[config.mk]
export PLATFORM = sky130hd
export DESIGN_NAME = valid_ready_responder
export DESIGN_NICKNAME = d
export VERILOG_FILES = /design/src/rtl/hs_pkg.sv /design/src/rtl/hs_sync_fifo.sv /design/src/rtl/valid_ready_responder.sv
export SDC_FILE = /design/constraint.sdc
export NUM_CORES = 1
export LEC_CHECK = 0
export CAP_MARGIN = 20
export CORE_MARGIN = 3
export CORE_UTILIZATION = 40
export DETAILED_ROUTE_END_ITERATION = 10
export GPL_TIMING_DRIVEN = 0
export PLACE_DENSITY = 0.64
export SLEW_MARGIN = 25
export SYNTH_ARGS = -nofsm -noshare
export SYNTH_HDL_FRONTEND = slang
export SYNTH_SLANG_ARGS = --single-unit
[constraint.sdc]
create_clock -name clk -period 5.77 [get_ports clk]
set_input_delay 1.154 -clock clk [delete_from_list [all_inputs] [get_ports clk]]
set_output_delay 1.154 -clock clk [all_outputs]
set_load 0.01 [all_outputs]
[src/rtl/hs_pkg.sv]
// Shared types and constants for the valid/ready responder slice.
package hs_pkg;

  typedef enum logic [1:0] {
    IDLE   = 2'd0,
    WAIT   = 2'd1,
    ACCEPT = 2'd2
  } hs_state_e;

  localparam int XFER_CNT_W = 16;

endpackage

[src/rtl/hs_sync_fifo.sv]
// Single-clock FIFO with extra-bit pointers; head is read combinationally from storage.
module hs_sync_fifo #(
  parameter int DATA_W = 8,
  parameter int DEPTH  = 4
) (
  input  logic              clk,
  input  logic              resetn,
  input  logic              push,
  input  logic [DATA_W-1:0] wdata,
  input  logic              pop,
  output logic [DATA_W-1:0] rdata,
  output logic              full,
  output logic              empty
);

  localparam int AW = $clog2(DEPTH);

  logic [AW:0]       wr_ptr_q;
  logic [AW:0]       rd_ptr_q;
  logic [DATA_W-1:0] mem_q [DEPTH];
  logic              do_push;
  logic              do_pop;

  assign empty   = (wr_ptr_q == rd_ptr_q);
  assign full    = (wr_ptr_q[AW] != rd_ptr_q[AW]) &&
                   (wr_ptr_q[AW-1:0] == rd_ptr_q[AW-1:0]);
  assign do_push = push && !full;
  assign do_pop  = pop && !empty;
  assign rdata   = mem_q[rd_ptr_q[AW-1:0]];

  // Storage is cleared too so the head reads zero straight out of reset.
  always_ff @(posedge clk or negedge resetn) begin
    if (!resetn) begin
      wr_ptr_q <= '0;
      rd_ptr_q <= '0;
      for (int i = 0; i < DEPTH; i++) begin
        mem_q[i] <= '0;
      end
    end else begin
      if (do_push) begin
        mem_q[wr_ptr_q[AW-1:0]] <= wdata;
        wr_ptr_q                <= wr_ptr_q + (AW+1)'(1);
      end
      if (do_pop) begin
        rd_ptr_q <= rd_ptr_q + (AW+1)'(1);
      end
    end
  end

endmodule

[src/rtl/valid_ready_responder.sv]
// Valid/ready receiver: programmable wait states, initiator hold checking,
// buffered delivery of accepted beats on a downstream valid/ready port.
module valid_ready_responder
  import hs_pkg::*;
#(
  parameter int DATA_W = 8,
  parameter int DEPTH  = 4,
  parameter int WAIT_W = 4
) (
  input  logic                  clk,
  input  logic                  resetn,
  input  logic                  valid,
  input  logic [DATA_W-1:0]     data,
  output logic                  ready,
  input  logic [WAIT_W-1:0]     wait_cycles,
  output logic                  out_valid,
  output logic [DATA_W-1:0]     out_data,
  input  logic                  out_ready,
  output logic                  protocol_err,
  input  logic                  err_clr,
  output logic [XFER_CNT_W-1:0] xfer_count
);

  hs_state_e             state_q, state_d;
  logic [WAIT_W-1:0]     cnt_q, cnt_d;
  logic [DATA_W-1:0]     hold_q, hold_d;
  logic                  ready_q;
  logic                  err_q, err_d;
  logic [XFER_CNT_W-1:0] xfer_count_q;
  logic                  push;
  logic                  violation;
  logic                  fifo_full;
  logic                  fifo_empty;

  always_comb begin
    state_d   = state_q;
    cnt_d     = cnt_q;
    hold_d    = hold_q;
    push      = 1'b0;
    violation = 1'b0;
    case (state_q)
      IDLE: begin
        if (valid) begin
          hold_d = data;
          if (wait_cycles == '0) begin
            cnt_d   = '0;
            state_d = fifo_full ? WAIT : ACCEPT;
          end else begin
            cnt_d   = wait_cycles - WAIT_W'(1);
            state_d = WAIT;
          end
        end
      end
      WAIT: begin
        if (!valid || (data != hold_q)) begin
          violation = 1'b1;
          state_d   = IDLE;
        end else if (cnt_q != '0) begin
          cnt_d = cnt_q - WAIT_W'(1);
        end else if (!fifo_full) begin
          state_d = ACCEPT;
        end
      end
      ACCEPT: begin
        // ready is high here, so a held valid is the handshake itself
        if (valid) begin
          push    = 1'b1;
          state_d = IDLE;
        end else begin
          violation = 1'b1;
          state_d   = IDLE;
        end
      end
      default: state_d = IDLE;
    endcase
  end

  // A fresh violation outranks a simultaneous clear.
  assign err_d = violation ? 1'b1 : (err_clr ? 1'b0 : err_q);

  always_ff @(posedge clk or negedge resetn) begin
    if (!resetn) begin
      state_q      <= IDLE;
      cnt_q        <= '0;
      ready_q      <= 1'b0;
      err_q        <= 1'b0;
      xfer_count_q <= '0;
    end else begin
      state_q <= state_d;
      cnt_q   <= cnt_d;
      ready_q <= (state_d == ACCEPT);
      err_q   <= err_d;
      if (push) begin
        xfer_count_q <= xfer_count_q + XFER_CNT_W'(1);
      end
    end
  end

  always_ff @(posedge clk) begin
    hold_q <= hold_d;
  end

  hs_sync_fifo #(
    .DATA_W (DATA_W),
    .DEPTH  (DEPTH)
  ) u_fifo (
    .clk    (clk),
    .resetn (resetn),
    .push   (push),
    .wdata  (data),
    .pop    (out_ready),
    .rdata  (out_data),
    .full   (fifo_full),
    .empty  (fifo_empty)
  );

  assign ready        = ready_q;
  assign out_valid    = !fifo_empty;
  assign protocol_err = err_q;
  assign xfer_count   = xfer_count_q;

endmodule

==> out/results.ini <==
[setup_path]
crit_buf_inv = 2
r2r_end = cnt_q[2]$_DFFE_PN0P_
worstSetupEndpointType = output pin
r2r-start = state_q[0]$_DFF_PN0_
cpMaxStageDelayCell = mux4_1
r2r_slack_ps = 3610
cpPeakStageDelay_ps = 580
critPathMaxFanout = 10
cpLargestDelayFamily = buffers and inverters
critPathRequiredTime_ps = 4620
crit_chain = buf_6 -> mux4_1 -> clkdlybuf4s50_1
reg2reg_depth = 7
criticalPathCategory = flip-flop to output pin
crit_path_start_kind = flip-flop
arrival_ps = 1960

[synth]
syn_avg_cell_area_um2 = 13.3
synth.mux.area_fraction_pct = 17.8
ys_seq_elements = 70
synth_compound_area_share_pct = 4.56
synthXorXnorAreaFrac_pct = 7.84
synth_top_family_by_area = multiplexers
synth_top_area_cell = dfrtp_1
yosysSeqAreaShare_pct = 53.5
syn_area_um2 = 3350
ys_types = 40
yosysWarnings = 0
synth-simple-area-share_pct = 10.2
synth_edf_count = 8
synth_adder_area_share_pct = 4.11
synth_ff_type = dfrtp_1
syn_nets = 280
synth.most_common_cell = dfrtp_1
async_reset_ff_share_pct = 88.6
synth_commonest_cells = 62 x dfrtp_1, 34 x mux2_2, 19 x xnor2_1
synth_area_leaders = dfrtp_1 46%, mux2_2 11%, edfxtp_1 7.2%, xnor2_1 5.0%, mux4_1 4.7%
synth_top_area_share_pct = 46.3
synthCells = 252

[placed_design]
port_buffers = 43
placed_cell_area_um2 = 3930
place_hpwl_mm = 4.56
gp_congestion = 0.787
placed_cells = 398

[detailed_routing]
drc = 0
drt-met1-wl_mm = 2.99
wl_met2_mm = 3.06
vias = 2130
drt_pass1_iterations = 4
wl_met3_um = 227
wirelength_mm = 6.41
routed_via_density = 5.14
wl_per_cell_um = 15.5
initialDrtViolationCount = 97
top_layer = met4
ant_nets = 0

[die]
die_y_um = 97.5
dieArea_um2 = 9510
rows = 32
fp.dieW_um = 97.5
core_um2 = 7930
start_util_pct = 42.3
ioPinCount = 44

[global_routing]
grt.total_usage_pct = 14.4
antenna_found_initial = 0
grt_max_degree = 33
grt_first_pass_wirelength_mm = 10.9
grt_overflow = 0
first_global_vias = 2123

[finish]
diodes = 0
final_cells = 414
design_area_um2 = 4120
postLayoutCoreUtil_pct = 51.9
area_growth_pct = 22.9
fin_nets = 335
drive_gt1_share_pct = 20.2

[power]
vdd_drop_max_mv = 0.143
p_leak_nw = 1.89
power.density_nw_per_um2 = 364

[timing]
rsz0062_at_grt = false
fin_skew_ps = 10.1
fin_setup_tns_ps = 0
period_needed_ps = 3120
max_freq_mhz = 321
finalSetupViolCount = 0
hold_viol = 0
slew_headroom_pct = 65.9
fin_crit_sh_pct = 54.1
worst_slew_pin_slew_ps = 507
drv_slew = 0

[cts]
numCtsBuffers = 9
clockBufferDepth = 2
clkSinkCount = 70
cts.reportedPaths.clkPinSlew_ps = 80
root_buffer = clkbuf_8
ctsHtreeMaxLevel = 3
post-cts-setup-buffers = 0
clk_latency_ps = 330
ctsResizeCount = 0
cts_tree = yes
hold_buffers = 0

[worst_hold_path]
min_path_type = flip-flop to flip-flop
worstHoldEndpoint = xfer_count[15]$_DFFE_PN0P_
min_from = xfer_count[15]$_DFFE_PN0P_
min_path_cells = 1

[job]
cap_viol_max_count = 0

[run_status]
outcome = complete, no violations

## layer usage
metal,global-route usage [%],vias up
li1,-,1024
met1,19.8,1058
met2,22.2,36
met3,3.09,12
met4,5.86,0
met5,0,-
## layout make-up
| cell class | count | area [µm²] |
|---|---|---|
| Fill cell | 701 | 3810 |
| Tap cell | 102 | 128 |
| Inverter | 11 | 41.3 |
| Sequential cell | 70 | 1790 |
| Clock inverter | 6 | 62.6 |
| Timing Repair Buffer | 44 | 448 |
| Buffer | 4 | 26.3 |
| Multi-Input combinational cell | 167 | 1490 |
| Clock buffer | 10 | 128 |
## flip-flops by register name (all words and copies together), names as in the netlist
register / cells
u_fifo.rd_ptr_q: 3
ready: 1
u_fifo.wr_ptr_q: 3
state_q: 2
xfer_count: 16
u_fifo.mem_q: 32
hold_q: 8
cnt_q: 4
protocol_err: 1
## metrics by stage
stage,hold slack [ps],setup WS (ps),total power [mW]
detailed placement,460,2520,1.14
CTS,475,2630,1.52
floorplan,465,3420,0.975
global placement,456,1470,1.12
finish,474,2650,1.50
global route,503,2590,1.60
## layout by cell type (no fill, tap or decap), types with 9 or more instances in the layout
cell type        Yosys  layout
inv_1               11      11
dfrtp_1             62      62
xnor2_1             19      19
xor2_1              11      11
mux2_2              34      34
clkbuf_8             0       9
nand2_1             14      14
a21oi_1              9       9
clkdlybuf4s50_1      0      42
ha_1                11      11
## logic make-up after synthesis
family                     count (synthesis)
DFF                                       70
buffers and inverters                     15
xor gates and xnor gates                  30
adders and majority gates                 11
AOI/OAI and AO/OA                         24
and+or+nand+nor                           59
muxes                                     43
## worst max-delay path by stage
| stage | start | to | slack (ps) | cells past startpoint |
|---|---|---|---|---|
| final | u_fifo.rd_ptr_q[0]$_DFFE_PN0P_ | out_data[4] | 2650 | 3 |
| after global routing | u_fifo.rd_ptr_q[0]$_DFFE_PN0P_ | out_data[3] | 2590 | 3 |
| after CTS | u_fifo.rd_ptr_q[0]$_DFFE_PN0P_ | out_data[4] | 2630 | 3 |
| after detailed placement | valid | cnt_q[2]$_DFFE_PN0P_ | 2520 | 6 |
| after global placement | resetn | u_fifo.mem_q[31]$_DFFE_PN0P_ | 1470 | 1 |
| after floorplan | valid | cnt_q[2]$_DFFE_PN0P_ | 3420 | 5 |
## report_power, final
| part | total [mW] | switching [mW] | internal [mW] |
|---|---|---|---|
| clock | 0.377 | 0.179 | 0.199 |
| sequential | 0.658 | 0.0633 | 0.595 |
| combinational | 0.463 | 0.229 | 0.234 |
Power figures use the tool's default switching activity.
